===== src/rtl/tp_pkg.sv =====
// Shared definitions for the tracklet processing controller:
// default widths, the bank-extended address width and the FSM encoding.
package tp_pkg;

   localparam int TP_CNT_W  = 8;
   localparam int TP_RD_LAT = 2;

   localparam logic [1:0] ST_IDLE  = 2'd0;
   localparam logic [1:0] ST_RUN   = 2'd1;
   localparam logic [1:0] ST_DRAIN = 2'd2;
   localparam logic [1:0] ST_DONE  = 2'd3;

   // Address is {bank, idx}: one ping-pong bank bit above the index.
   function automatic int tp_addr_w(input int cnt_w);
      return cnt_w + 1;
   endfunction

endpackage


===== src/rtl/tp_tracklet_proc_ctrl_if.sv =====
// Control/handshake bundle between the start machine, the tracklet memory,
// the downstream consumer and the processing controller.
interface tp_tracklet_proc_ctrl_if
   import tp_pkg::*;
#(
   parameter int CNT_W = TP_CNT_W
);
   localparam int ADDR_W = tp_addr_w(CNT_W);

   logic              cntr_ld_en;
   logic              start_proc;
   logic [CNT_W-1:0]  cnt_in;
   logic              dn_afull;
   logic              proc_bsy;
   logic              mem_rd_en;
   logic [ADDR_W-1:0] mem_rd_addr;
   logic              trk_vld;
   logic              trk_last;
   logic              cross_done;
   logic              cross_empty;
   logic              ovr_err;

   modport master (
      output cntr_ld_en, start_proc, cnt_in, dn_afull,
      input  proc_bsy, mem_rd_en, mem_rd_addr, trk_vld, trk_last,
             cross_done, cross_empty, ovr_err
   );

   modport slave (
      input  cntr_ld_en, start_proc, cnt_in, dn_afull,
      output proc_bsy, mem_rd_en, mem_rd_addr, trk_vld, trk_last,
             cross_done, cross_empty, ovr_err
   );

endinterface


===== src/rtl/tp_vld_delay.sv =====
// RD_LAT-stage shift register carrying {vld,last} alongside the tracklet
// memory read data, with asynchronous clear.
module tp_vld_delay #(
   parameter int RD_LAT = 2
) (
   input  logic clk,
   input  logic res,
   input  logic vld_in,
   input  logic last_in,
   output logic vld_out,
   output logic last_out,
   output logic empty
);

   logic [RD_LAT-1:0] vld_q, vld_d;
   logic [RD_LAT-1:0] last_q, last_d;

   assign vld_d[0]  = vld_in;
   assign last_d[0] = last_in;

   for (genvar gi = 1; gi < RD_LAT; gi++) begin : g_stage
      assign vld_d[gi]  = vld_q[gi-1];
      assign last_d[gi] = last_q[gi-1];
   end

   always_ff @(posedge clk or posedge res) begin
      if (res) begin
         vld_q  <= '0;
         last_q <= '0;
      end else begin
         vld_q  <= vld_d;
         last_q <= last_d;
      end
   end

   assign vld_out  = vld_q[RD_LAT-1];
   assign last_out = last_q[RD_LAT-1];
   // Nothing left to emerge after the valid currently on the output.
   assign empty    = ~|vld_d;

endmodule


===== src/rtl/tp_tracklet_proc_ctrl.sv =====
// Processing-side controller: walks one crossing's tracklet buffer, issues
// throttled memory reads and reports busy/done back to the start machine.
module tp_tracklet_proc_ctrl
   import tp_pkg::*;
#(
   parameter int CNT_W  = TP_CNT_W,
   parameter int RD_LAT = TP_RD_LAT
) (
   input  logic clk,
   input  logic res,
   tp_tracklet_proc_ctrl_if.slave bus
);

   localparam int ADDR_W = tp_addr_w(CNT_W);

   logic [1:0]        state_q, state_d;
   logic              bank_q, bank_d;
   logic [CNT_W-1:0]  idx_q, idx_d;
   logic [CNT_W-1:0]  cnt_q, cnt_d;
   logic              rd_en_q, rd_en_d;
   logic              rd_last_q, rd_last_d;
   logic [ADDR_W-1:0] rd_addr_q, rd_addr_d;
   logic              done_q, done_d;
   logic              empty_q, empty_d;
   logic              bsy_q, bsy_d;
   logic              err_q, err_d;
   logic              dl_empty;
   logic              finish;
   logic              trk_vld;
   logic              trk_last;

   tp_vld_delay #(.RD_LAT(RD_LAT)) u_vld_delay (
      .clk      (clk),
      .res      (res),
      .vld_in   (rd_en_q),
      .last_in  (rd_last_q),
      .vld_out  (trk_vld),
      .last_out (trk_last),
      .empty    (dl_empty)
   );

   always_comb begin
      state_d   = state_q;
      bank_d    = bank_q;
      idx_d     = idx_q;
      cnt_d     = cnt_q;
      rd_addr_d = rd_addr_q;
      err_d     = err_q;
      rd_en_d   = 1'b0;
      rd_last_d = 1'b0;
      done_d    = 1'b0;
      empty_d   = 1'b0;
      finish    = 1'b0;

      if ((bus.start_proc || bus.cntr_ld_en) && (bsy_q || state_q != ST_IDLE))
         err_d = 1'b1;

      case (state_q)
         ST_IDLE: begin
            if (bus.cntr_ld_en)
               cnt_d = bus.cnt_in;
            if (bus.start_proc)
               state_d = ST_RUN;
         end
         ST_RUN: begin
            // An empty crossing finishes straight from RUN to meet the T+2 done.
            if (idx_q == cnt_q) begin
               if (dl_empty)
                  finish = 1'b1;
               else
                  state_d = ST_DRAIN;
            end else if (!bus.dn_afull) begin
               rd_en_d   = 1'b1;
               rd_addr_d = {bank_q, idx_q};
               rd_last_d = (idx_q == cnt_q - CNT_W'(1));
               idx_d     = idx_q + CNT_W'(1);
            end
         end
         ST_DRAIN: begin
            if (dl_empty)
               finish = 1'b1;
         end
         default: begin
            bank_d  = ~bank_q;
            idx_d   = '0;
            state_d = ST_IDLE;
         end
      endcase

      if (finish) begin
         state_d = ST_DONE;
         done_d  = 1'b1;
         empty_d = (cnt_q == '0);
      end

      bsy_d = (state_d != ST_IDLE);
   end

   always_ff @(posedge clk or posedge res) begin
      if (res) begin
         state_q   <= ST_IDLE;
         bank_q    <= 1'b0;
         idx_q     <= '0;
         cnt_q     <= '0;
         rd_en_q   <= 1'b0;
         rd_last_q <= 1'b0;
         rd_addr_q <= '0;
         done_q    <= 1'b0;
         empty_q   <= 1'b0;
         bsy_q     <= 1'b0;
         err_q     <= 1'b0;
      end else begin
         state_q   <= state_d;
         bank_q    <= bank_d;
         idx_q     <= idx_d;
         cnt_q     <= cnt_d;
         rd_en_q   <= rd_en_d;
         rd_last_q <= rd_last_d;
         rd_addr_q <= rd_addr_d;
         done_q    <= done_d;
         empty_q   <= empty_d;
         bsy_q     <= bsy_d;
         err_q     <= err_d;
      end
   end

   assign bus.proc_bsy    = bsy_q;
   assign bus.mem_rd_en   = rd_en_q;
   assign bus.mem_rd_addr = rd_addr_q;
   assign bus.trk_vld     = trk_vld;
   assign bus.trk_last    = trk_last;
   assign bus.cross_done  = done_q;
   assign bus.cross_empty = empty_q;
   assign bus.ovr_err     = err_q;

endmodule


===== src/flat_wrapper.sv =====
// flat-port wrapper written by rule: the top's interface ports become plain ports
module tp_tracklet_proc_ctrl_flat import tp_pkg::*;
#(
   parameter int CNT_W  = TP_CNT_W,
   parameter int RD_LAT = TP_RD_LAT
)
  (clk, res, bus_cntr_ld_en, bus_start_proc, bus_cnt_in, bus_dn_afull, bus_proc_bsy, bus_mem_rd_en, bus_mem_rd_addr, bus_trk_vld, bus_trk_last, bus_cross_done, bus_cross_empty, bus_ovr_err);
  tp_tracklet_proc_ctrl_if #(.CNT_W(CNT_W)) bus_i ();
  input  logic clk;
  input  logic res;
  input wire logic [$bits(bus_i.cntr_ld_en)-1:0] bus_cntr_ld_en;
  input wire logic [$bits(bus_i.start_proc)-1:0] bus_start_proc;
  input wire logic [$bits(bus_i.cnt_in)-1:0] bus_cnt_in;
  input wire logic [$bits(bus_i.dn_afull)-1:0] bus_dn_afull;
  output wire logic [$bits(bus_i.proc_bsy)-1:0] bus_proc_bsy;
  output wire logic [$bits(bus_i.mem_rd_en)-1:0] bus_mem_rd_en;
  output wire logic [$bits(bus_i.mem_rd_addr)-1:0] bus_mem_rd_addr;
  output wire logic [$bits(bus_i.trk_vld)-1:0] bus_trk_vld;
  output wire logic [$bits(bus_i.trk_last)-1:0] bus_trk_last;
  output wire logic [$bits(bus_i.cross_done)-1:0] bus_cross_done;
  output wire logic [$bits(bus_i.cross_empty)-1:0] bus_cross_empty;
  output wire logic [$bits(bus_i.ovr_err)-1:0] bus_ovr_err;
  assign bus_i.cntr_ld_en = bus_cntr_ld_en;
  assign bus_i.start_proc = bus_start_proc;
  assign bus_i.cnt_in = bus_cnt_in;
  assign bus_i.dn_afull = bus_dn_afull;
  assign bus_proc_bsy = bus_i.proc_bsy;
  assign bus_mem_rd_en = bus_i.mem_rd_en;
  assign bus_mem_rd_addr = bus_i.mem_rd_addr;
  assign bus_trk_vld = bus_i.trk_vld;
  assign bus_trk_last = bus_i.trk_last;
  assign bus_cross_done = bus_i.cross_done;
  assign bus_cross_empty = bus_i.cross_empty;
  assign bus_ovr_err = bus_i.ovr_err;
  tp_tracklet_proc_ctrl #(.CNT_W(CNT_W), .RD_LAT(RD_LAT)) u_core (.clk(clk), .res(res), .bus(bus_i));
endmodule

===== config.mk =====
export PLATFORM = sky130hd
export DESIGN_NAME = tp_tracklet_proc_ctrl_flat
export DESIGN_NICKNAME = d
export VERILOG_FILES = /design/src/rtl/tp_pkg.sv /design/src/rtl/tp_tracklet_proc_ctrl_if.sv /design/src/rtl/tp_vld_delay.sv /design/src/rtl/tp_tracklet_proc_ctrl.sv /design/src/flat_wrapper.sv
export SDC_FILE = /design/constraint.sdc
export NUM_CORES = 1
export LEC_CHECK = 0
export ABC_AREA = 0
export BUFFER_PORTS_ARGS = -buffer_cell sky130_fd_sc_hd__buf_2
export CORE_MARGIN = 2
export CORE_UTILIZATION = 56
export DETAILED_ROUTE_END_ITERATION = 10
export PLACE_DENSITY = 0.79
export SLEW_MARGIN = 30
export SYNTH_ARGS = -nofsm -noshare
export SYNTH_HDL_FRONTEND = slang
export SYNTH_SLANG_ARGS = --single-unit

===== constraint.sdc =====
create_clock -name clk -period 2.2 [get_ports clk]
set_clock_uncertainty 0.15 [all_clocks]
set_input_delay 0.66 -clock clk [delete_from_list [all_inputs] [get_ports clk]]
set_output_delay 0.66 -clock clk [all_outputs]
set_load 0.01 [all_outputs]

==> results of run 1 <==
-- layout by cell type, fill, tap and decap left out --
cell type	instances
nor4_2	1
xnor2_2	2
mux2i_1	2
mux2_2	14
or3_2	1
nand2_1	12
nor4b_2	1
o21a_1	2
clkbuf_8	3
mux2_1	1
nand4_2	1
nand4_1	1
nand2b_1	3
dfrtp_2	2
inv_1	16
mux2_4	1
clkbuf_4	5
o21ai_0	9
buf_2	28
or4_1	3
dfrtp_1	36
o211ai_1	5
buf_4	9
xnor2_1	9
or2_0	1
a22oi_1	1
nand4b_2	1
o311ai_2	1
a21oi_1	4
ha_2	2
o31ai_1	1
nor3_1	2
o22ai_1	2
nor4_1	4
ha_1	5
nand3_1	7
nor2_1	8
o21ai_2	1
xor2_1	5
or3_1	4
-- worst max-delay path, cell delays in order, from the launching register on --
cell and delay (ns):
dfrtp_2 0.46, or3_1 0.40, mux2_4 0.27, o311ai_2 0.22
mux2i_1 0.15, nor4_2 0.32
-- per-layer routing --
| metal | share of wire | vias up |
|---|---|---|
| met2 | 0.50 | 65 |
| met1 | 0.42 | 693 |
| met5 | 0 | - |
| met3 | 0.057 | 12 |
| met4 | 0.022 | 0 |
| li1 | - | 690 |
-- flip-flops by register name (all words and copies together) (netlist names), 2 cells and up --
signal and cells:
u_core.bus.mem_rd_addr 9, u_core.idx_q 8, u_core.u_vld_delay.last_q 2, u_core.cnt_q 8
u_core.u_vld_delay.vld_q 2, u_core.state_q 2
-- stage by stage --
stage / instances / setup TNS, ns
floorplan: 176 / 0
detailed placement: 252 / 0
finish: 262 / 0
global placement: 252 / 0
global route: 262 / -0.0107
CTS: 260 / 0
-- final timing paths --
kind / slack, ns / cells after the start / to
worst max register to register: 0.12 / 5 / u_core.rd_last_q
worst min-delay path: 0.21 / 0 / u_core.u_vld_delay.last_q[0]
worst max-delay path: 0.12 / 5 / u_core.rd_last_q
worst min register to register: 0.21 / 0 / u_core.u_vld_delay.last_q[0]
max in group asynchronous: 1.30 / 3 / u_core.cnt_q[1]
min in group asynchronous: 0.25 / 3 / u_core.bank_q
-- power breakdown --
group          switching, mW  internal [mW]
logic                  0.616          0.538
clock network          0.226          0.218
registers              0.192          0.873
-- final cells by class --
type	instances	area, um^2	area share
sequential	38	953	0.421
multi-input combinational	117	908	0.401
timing repair buffer	37	208	0.0917
clock buffer	8	78.8	0.0348
inverter	16	60.1	0.0265
tap	46	57.6	0.0254
-- kinds of logic after synthesis --
| family | Yosys count | synth area share |
|---|---|---|
| buffers and inverters | 21 | 0.0444 |
| AOI/OAI and AO/OA | 26 | 0.0887 |
| adders and majority gates | 7 | 0.0457 |
| DFF | 38 | 0.496 |
| muxes | 18 | 0.106 |
| xor gates and xnor gates | 16 | 0.0731 |
| and+or+nand+nor | 50 | 0.146 |
-- what timing repair did --
item,4_1_cts,5_1_grt
buffers inserted,0,2
resized for setup,0,7
endpoints found under the setup margin,0,11
hold buffers,0,0
==> flow_summary.ini, run 1 <==
[placement]
pre_cts_slack_ns = 0.106
place_hpwl_um = 2920
io_buffer_count = 28
place_congestion = 0.900
postPlaceCellArea_um2 = 2140

[cts]
clkTransAtPathRegs_ns = 0.11
cts_sinks = 38
numCtsBuffers = 5
h-tree-depth = 2
clock-root-buffer = clkbuf_4
clock_path_buffers = 2
clkLatencyLatePin_ns = 0.35
cts_tree = yes

[sta]
worst_hold_slack_ns = 0.210
relSlewSlack = 0.662
finalHoldViolCount = 0
final.min_clock_period_ns = 2.08
fin_crit_sh = 0.945
worst_pin_slew_ns = 0.504
slew_violations = 0
finalSetupViolations = 0
max_freq_mhz = 481
layout_setup_ws_ns = 0.121

[floorplan]
die_height_um = 62.5
start_util = 0.579
core-area_um2 = 3310
die_area_um2 = 3910
ios = 29
fp.dieW_um = 62.5
rows = 21

[setup_path]
crit_type = reg -> reg
startpoint = u_core.cnt_q[1]
worstReg2RegStart = u_core.cnt_q[1]
required_ns = 2.29
cp-start-kind = register
cp.arrival_ns = 2.17
endpoint_kind = register
worstPathMaxFanout = 7

[final_layout]
antennaDiodeCount = 0
fin_nets = 235
area_growth_syn_to_layout_pct = 18.1
final_util = 0.684
fin_area_um2 = 2270
drive_above_1_share = 0.338
fillers = 256

[hold_path]
holdCritPathClass = reg -> reg
hp-start = u_core.rd_last_q

[logic_synthesis]
synth_cell_types = 37
yosys-top-cells-area = dfrtp_1 (50%), mux2_2 (8.2%), xnor2_1 (5.0%)
yosysWarnings = 0
avgSynthCellArea_um2 = 10.9
syn_area_um2 = 1920
yosys-top-cells-count = dfrtp_1 (38), inv_1 (16), mux2_2 (14)
synth_top_area_share = 0.496
syn_inst = 176
synth_ff_type = dfrtp_1
yosysSeqAreaShare = 0.496
yosysTopAreaCell = dfrtp_1
synth-edff-count = 0
syn-num-nets = 196
yosys_register_bits = 38
yosysMostFrequentCell = dfrtp_1
ys_async_sr_fraction = 1.00

[grt]
grt_use_met3 = 0.0559
grt_max_degree = 39
use_met1 = 0.286
grt_pass1_wl_um = 6630
first_global_vias = 1448
met2_usage = 0.358
busiest_layer = met2
overflow = 0
antenna_found_initial = 0
grt_usage = 0.223

[route]
wirelength_um = 3960
final_antenna_net_count = 0
drc = 0
wire_per_inst_um = 15.1
initialDrtViolationCount = 96
drt-vias-per-instance = 5.57
vias = 1460
first_pass_iters = 4

[pwr]
finalPower_mw = 2.66
leakage_nw = 1.09
vdd_drop_max_v = 0.000724
power_density_nw_per_um2 = 1180

[run]
maxCapViolations = 0

[status]
status = finished clean
(Power assumes the default switching activity.)
==> run 2: changes to the inputs <==
--- a/config.mk
+++ b/config.mk
@@ -7,10 +7,12 @@
 export LEC_CHECK = 0
 export ABC_AREA = 0
 export BUFFER_PORTS_ARGS = -buffer_cell sky130_fd_sc_hd__buf_2
+export CELL_PAD_IN_SITES_DETAIL_PLACEMENT = 0
+export CELL_PAD_IN_SITES_GLOBAL_PLACEMENT = 1
 export CORE_MARGIN = 2
-export CORE_UTILIZATION = 56
+export CORE_UTILIZATION = 44
 export DETAILED_ROUTE_END_ITERATION = 10
-export PLACE_DENSITY = 0.79
+export PLACE_DENSITY_LB_ADDON = 0.1
 export SLEW_MARGIN = 30
 export SYNTH_ARGS = -nofsm -noshare
 export SYNTH_HDL_FRONTEND = slang
==> run 2 against run 1 <==
Effect of this change: wire length up 2.7%; non-clock buffer count up 2; first-iteration DRC count down 42%; clock-buffer cell count is 1 lower; final area shrank 0.28%; clock power barely moved; combinational power about the same; sequential share of layout area is essentially flat; via count is 1.6% lower; utilization shrank 15 points; highest routed layer unchanged.
==> flow_summary.ini, run 2 (synthesized netlist as in run 1, its figures left out) <==
[route]
met1_length_um = 1750
drc = 0
dr_wl_met2_um = 2070
top_layer_used = met4
drt-vias-per-instance = 5.34
wirelength_um = 4070
wire_per_inst_um = 15.1
first_pass_iters = 4
initialDrtViolationCount = 56
wl_met3_um = 160
final_antenna_net_count = 0
vias = 1436

[cts]
clkLatencyLatePin_ns = 0.29
numCtsBuffers = 5
clock_path_buffers = 2
cts_sinks = 38
clock-root-buffer = clkbuf_8
h-tree-depth = 2
cts_tree = yes
ctsHoldBuffers = 0
clkTransAtPathRegs_ns = 0.07

[sta]
relSlewSlack = 0.685
worst_pin_slew_ns = 0.472
slew_violations = 0
finalHoldViolCount = 0
finalSetupViolations = 0
max_freq_mhz = 484
fin_crit_sh = 0.939
finalSetupTns_ns = 0
final.min_clock_period_ns = 2.07
rsz0062_at_grt = no

[setup_path]
startpoint = u_core.cnt_q[3]
cp-start-kind = register
worstReg2RegStart = u_core.cnt_q[3]
cp.arrival_ns = 2.09
worstPathMaxFanout = 7
required_ns = 2.22
crit_type = reg -> reg
endpoint_kind = register

[grt]
grt_max_degree = 39
first_global_vias = 1479
overflow = 0
grt_usage = 0.188
grt_pass1_wl_um = 7170
antenna_found_initial = 0

[placement]
io_buffer_count = 28
place_congestion = 0.857
dp.cells = 261
place_hpwl_um = 3160
postPlaceCellArea_um2 = 2170

[pwr]
power_density_nw_per_um2 = 1160
vdd_drop_max_v = 0.000508
finalPower_mw = 2.62
leakage_nw = 1.09

[run]
maxCapViolations = 0

[final_layout]
antennaDiodeCount = 0
instances_no_fill = 269
multi_input_area_um2 = 885
fillers = 407
fin_area_um2 = 2260
layout.area.seq_um2 = 951
area_growth_syn_to_layout_pct = 17.8
drive_above_1_share = 0.304
final_cell_mix = dfrtp_1 (38), buf_2 (28), inv_1 (16)
fin_nets = 237
largest_reg_flops = 9
final_common_cell = dfrtp_1

[hold_path]
hp-start = u_core.rd_last_q
holdCritPathClass = reg -> reg

[status]
status = finished clean

[floorplan]
rows = 24
die_area_um2 = 4900
start_util = 0.450
ios = 29
core-area_um2 = 4260
die_height_um = 70.0
fp.dieW_um = 70.0
## run 2: cell count changes in the layout (fill, tap and decap cells not counted), sizes merged
cell / before / now
buf: 37 / 39
clkbuf: 8 / 7
## run 2: critical path, stage by stage (launching register included)
cell and delay, ns:
dfrtp_1 0.45, xnor2_1 0.29, nand4_2 0.23, o21a_1 0.24, nand2_1 0.08, buf_4 0.16, mux2_2 0.33
## run 2: timing repair
item                       CTS  global route
buffers inserted             0             1
hold endpoints to repair     0             0
setup endpoints to repair    0             2
resized for setup            0             1
## run 2: path summary, 6_finish.rpt
path,endpoint,slack [ns],depth (start not counted)
setup / recovery,u_core.bus.mem_rd_addr[8],0.13,6
hold / removal,u_core.u_vld_delay.last_q[0],0.20,0
setup reg to reg,u_core.bus.mem_rd_addr[8],0.13,6
hold reg to reg,u_core.u_vld_delay.last_q[0],0.20,0
max in group asynchronous,u_core.cnt_q[7],1.25,3
min in group asynchronous,u_core.bus.mem_rd_addr[3],0.32,3
## run 2: power breakdown
| part | internal, mW | switching (mW) | total, mW |
|---|---|---|---|
| sequential | 0.871 | 0.181 | 1.05 |
| clock | 0.218 | 0.224 | 0.442 |
| combinational | 0.524 | 0.600 | 1.12 |
## run 2: area by class of cell
type                       instances  area share
clock buffer                       7      0.0338
tap                               52      0.0288
inverter                          16      0.0266
multi-input combinational        117       0.391
sequential                        38       0.421
timing repair buffer              39      0.0986
## run 2: metal layers
| metal | vias up | global-route usage |
|---|---|---|
| met5 | - | 0 |
| met4 | 0 | 0.0748 |
| met3 | 8 | 0.0548 |
| met2 | 28 | 0.313 |
| met1 | 708 | 0.231 |
| li1 | 692 | - |
## run 2: through the flow
stage	util	setup WS [ns]	hold WS, ns
detailed placement	0.510	0.0598	0.187
CTS	0.528	0.0619	0.201
floorplan	-	0.213	0.181
global route	0.530	0.0169	0.210
finish	0.530	0.134	0.200
global placement	0.510	0.148	0.191
==> run 3: changes to the inputs <==
--- a/config.mk
+++ b/config.mk
@@ -5,12 +5,12 @@
 export SDC_FILE = /design/constraint.sdc
 export NUM_CORES = 1
 export LEC_CHECK = 0
-export ABC_AREA = 0
+export ABC_AREA = 1
 export BUFFER_PORTS_ARGS = -buffer_cell sky130_fd_sc_hd__buf_2
 export CELL_PAD_IN_SITES_DETAIL_PLACEMENT = 0
 export CELL_PAD_IN_SITES_GLOBAL_PLACEMENT = 1
 export CORE_MARGIN = 2
-export CORE_UTILIZATION = 44
+export CORE_UTILIZATION = 43
 export DETAILED_ROUTE_END_ITERATION = 10
 export PLACE_DENSITY_LB_ADDON = 0.1
 export SLEW_MARGIN = 30
==> constraint.sdc (replaced) <==
create_clock -name clk -period 2.2 [get_ports clk]
set_clock_uncertainty 0.15 [all_clocks]
set_input_delay 0.33 -clock clk [delete_from_list [all_inputs] [get_ports clk]]
set_output_delay 0.33 -clock clk [all_outputs]
set_load 0.01 [all_outputs]
==> run 3 against run 2 <==
Effect of this change: register-to-register slack better by 0.30 ns; worst hold slack worse by 0.20 ns; maximum frequency is 17% higher; critical path depth is 4 higher; via count is 11% higher; cell count is 28% higher; clock power is 31% higher; utilization is 2.4 points lower; synthesized area is 9.5% higher; sequential share of layout area is 2.3 points lower; highest routed layer unchanged; the flow now finishes with violations (hold timing); critical path type unchanged.
==> flow_summary.ini, run 3 <==
[status]
status = complete, but fails checks
violations = hold timing

[placement]
place_congestion = 0.766
place_hpwl_um = 3070
postPlaceCellArea_um2 = 2280
dp.cells = 337
pre_cts_slack_ns = 0.422
io_buffer_count = 28

[setup_path]
path_cells = inv_1, nand2_1, nand2_1, nand2_2, nor2_8, nand2_2, nand3_4, inv_1, nand2_1, nand2_1
max_stage_delay_ns = 0.44
endpoint_kind = register
worstPathMaxFanout = 18
critical_path.most_common_cell = nand2_1
required_ns = 2.23
crit_slowest_cell = dfrtp_1
critPathTopFamily = simple AND/OR/NAND/NOR gates
cp-start-kind = register
path_buf_inv = 2
cp.arrival_ns = 1.79
crit_type = reg -> reg

[logic_synthesis]
yosysTopAreaCell = dfrtp_1
synth_cell_types = 26
yosys-top-cells-count = nand2_1 (62), dfrtp_1 (38), inv_1 (25)
yosys_register_bits = 38
syn_inst = 244
yosysSeqAreaShare = 0.453
synth-edff-count = 0
syn_area_um2 = 2100
syn-num-nets = 264
yosysMostFrequentCell = nand2_1
avgSynthCellArea_um2 = 8.60
yosys-top-cells-area = dfrtp_1 (45%), nand2_1 (11%), o21ai_2 (6.3%)
synth_ff_type = dfrtp_1
ys_async_sr_fraction = 1.00
yosysWarnings = 0
synth_top_area_share = 0.453

[grt]
overflow = 0
grt_pass1_wl_um = 6840
grt_max_degree = 39
first_global_vias = 1435
antenna_found_initial = 0
grt_usage = 0.165

[cts]
ctsHoldBuffers = 0
numCtsBuffers = 5
cts_tree = yes
clkLatencyLatePin_ns = 0.29
postCtsSetupBuffers = 0
cts-resized-gates = 0
clkTransAtPathRegs_ns = 0.08
clock_path_buffers = 2
clock-root-buffer = clkbuf_8
h-tree-depth = 2
cts_sinks = 38

[final_layout]
area_growth_syn_to_layout_pct = 13.8
antennaDiodeCount = 0
final_common_cell = nand2_1
fin_nets = 297
fillers = 468
final_util = 0.506
largest_reg_flops = 9
instances_no_fill = 345
drive_above_1_share = 0.284
final_cell_mix = nand2_1 (62), dfrtp_1 (38), buf_2 (28)
fin_area_um2 = 2390

[route]
wirelength_um = 4030
first_pass_iters = 4
final_antenna_net_count = 0
drt-vias-per-instance = 4.62
drc = 0
wire_per_inst_um = 11.7
initialDrtViolationCount = 93
vias = 1594

[pwr]
power_density_nw_per_um2 = 1140
vdd_drop_max_v = 0.000422
finalPower_mw = 2.72
leakage_nw = 1.26

[sta]
worst_pin_slew_ns = 0.486
finalSetupTns_ns = 0
relSlewSlack = 0.675
worst_hold_slack_ns = -0.00117
rsz0062_at_grt = no
layout_setup_ws_ns = 0.438
max_freq_mhz = 568
slew_violations = 0
finalHoldViolCount = 1
fin_crit_sh = 0.801
final.min_clock_period_ns = 1.76
finalSetupViolations = 0

[floorplan]
die_height_um = 73.9
fp.dieW_um = 73.9
ios = 29
start_util = 0.445
rows = 25
core-area_um2 = 4720
die_area_um2 = 5460

[hold_path]
holdCritPathClass = in -> async

[run]
maxCapViolations = 0
[run 3: cell count changes in the layout (fill, tap and decap cells not counted), moves of 9 or more]
cell	previous run	this run
nand2_2	0	12
buf_4	11	2
mux2_2	14	0
inv_1	16	25
xnor2_1	11	2
nand3_1	7	17
o21ai_2	1	15
nor2_1	8	21
nand2_1	12	62
[run 3: final timing paths]
path / from / cells past startpoint / end / slack [ns]
worst min register to register: u_core.u_vld_delay.last_q[0] / 0 / u_core.u_vld_delay.last_q[1] / 0.20
worst max-delay path: u_core.idx_q[7] / 10 / u_core.bus.mem_rd_addr[1] / 0.44
max in group asynchronous: res / 3 / u_core.cnt_q[4] / 1.56
worst max register to register: u_core.idx_q[7] / 10 / u_core.bus.mem_rd_addr[1] / 0.44
worst min-delay path: res / 3 / u_core.bus.mem_rd_addr[0] / -0.001
min in group clk: bus_cnt_in[7] / 3 / u_core.cnt_q[7] / 0.13
[run 3: cells by family after synthesis]
logic type	Yosys count	share of synthesized area
xor gates and xnor gates	5	0.0209
DFF	38	0.453
adders and majority gates	7	0.0417
and+or+nand+nor	127	0.297
buffers and inverters	35	0.0816
AOI/OAI and AO/OA	32	0.105
[run 3: per-layer routing]
| metal | share of wire | global-route usage | vias to the layer above |
|---|---|---|---|
| met4 | 0.011 | 0.0545 | 0 |
| met3 | 0.035 | 0.0329 | 7 |
| met5 | 0 | 0 | - |
| met2 | 0.41 | 0.235 | 37 |
| li1 | - | - | 842 |
| met1 | 0.54 | 0.250 | 708 |
[run 3: final cells by class]
| type | count | area (um^2) | area share |
|---|---|---|---|
| clock buffer | 7 | 76.3 | 0.0319 |
| timing repair buffer | 30 | 155 | 0.0649 |
| clock inverter | 1 | 30.0 | 0.0126 |
| sequential | 38 | 951 | 0.398 |
| multi-input combinational | 171 | 977 | 0.409 |
| inverter | 31 | 116 | 0.0487 |
| tap | 67 | 83.8 | 0.0351 |
[run 3: where the power goes]
part           switching, mW  total, mW  internal [mW]
Sequential             0.127      0.996          0.869
Clock                  0.240      0.579          0.339
Combinational          0.755       1.15          0.391
Total                   1.12       2.72           1.60
[run 3: worst register-to-register path: stages, from the launching register on]
cell and delay, ns:
dfrtp_1 0.44, inv_1 0.16, nand2_1 0.07, nand2_1 0.10
nand2_2 0.10, nor2_8 0.13, nand2_2 0.08, nand3_4 0.21
inv_1 0.11, nand2_1 0.07, nand2_1 0.05
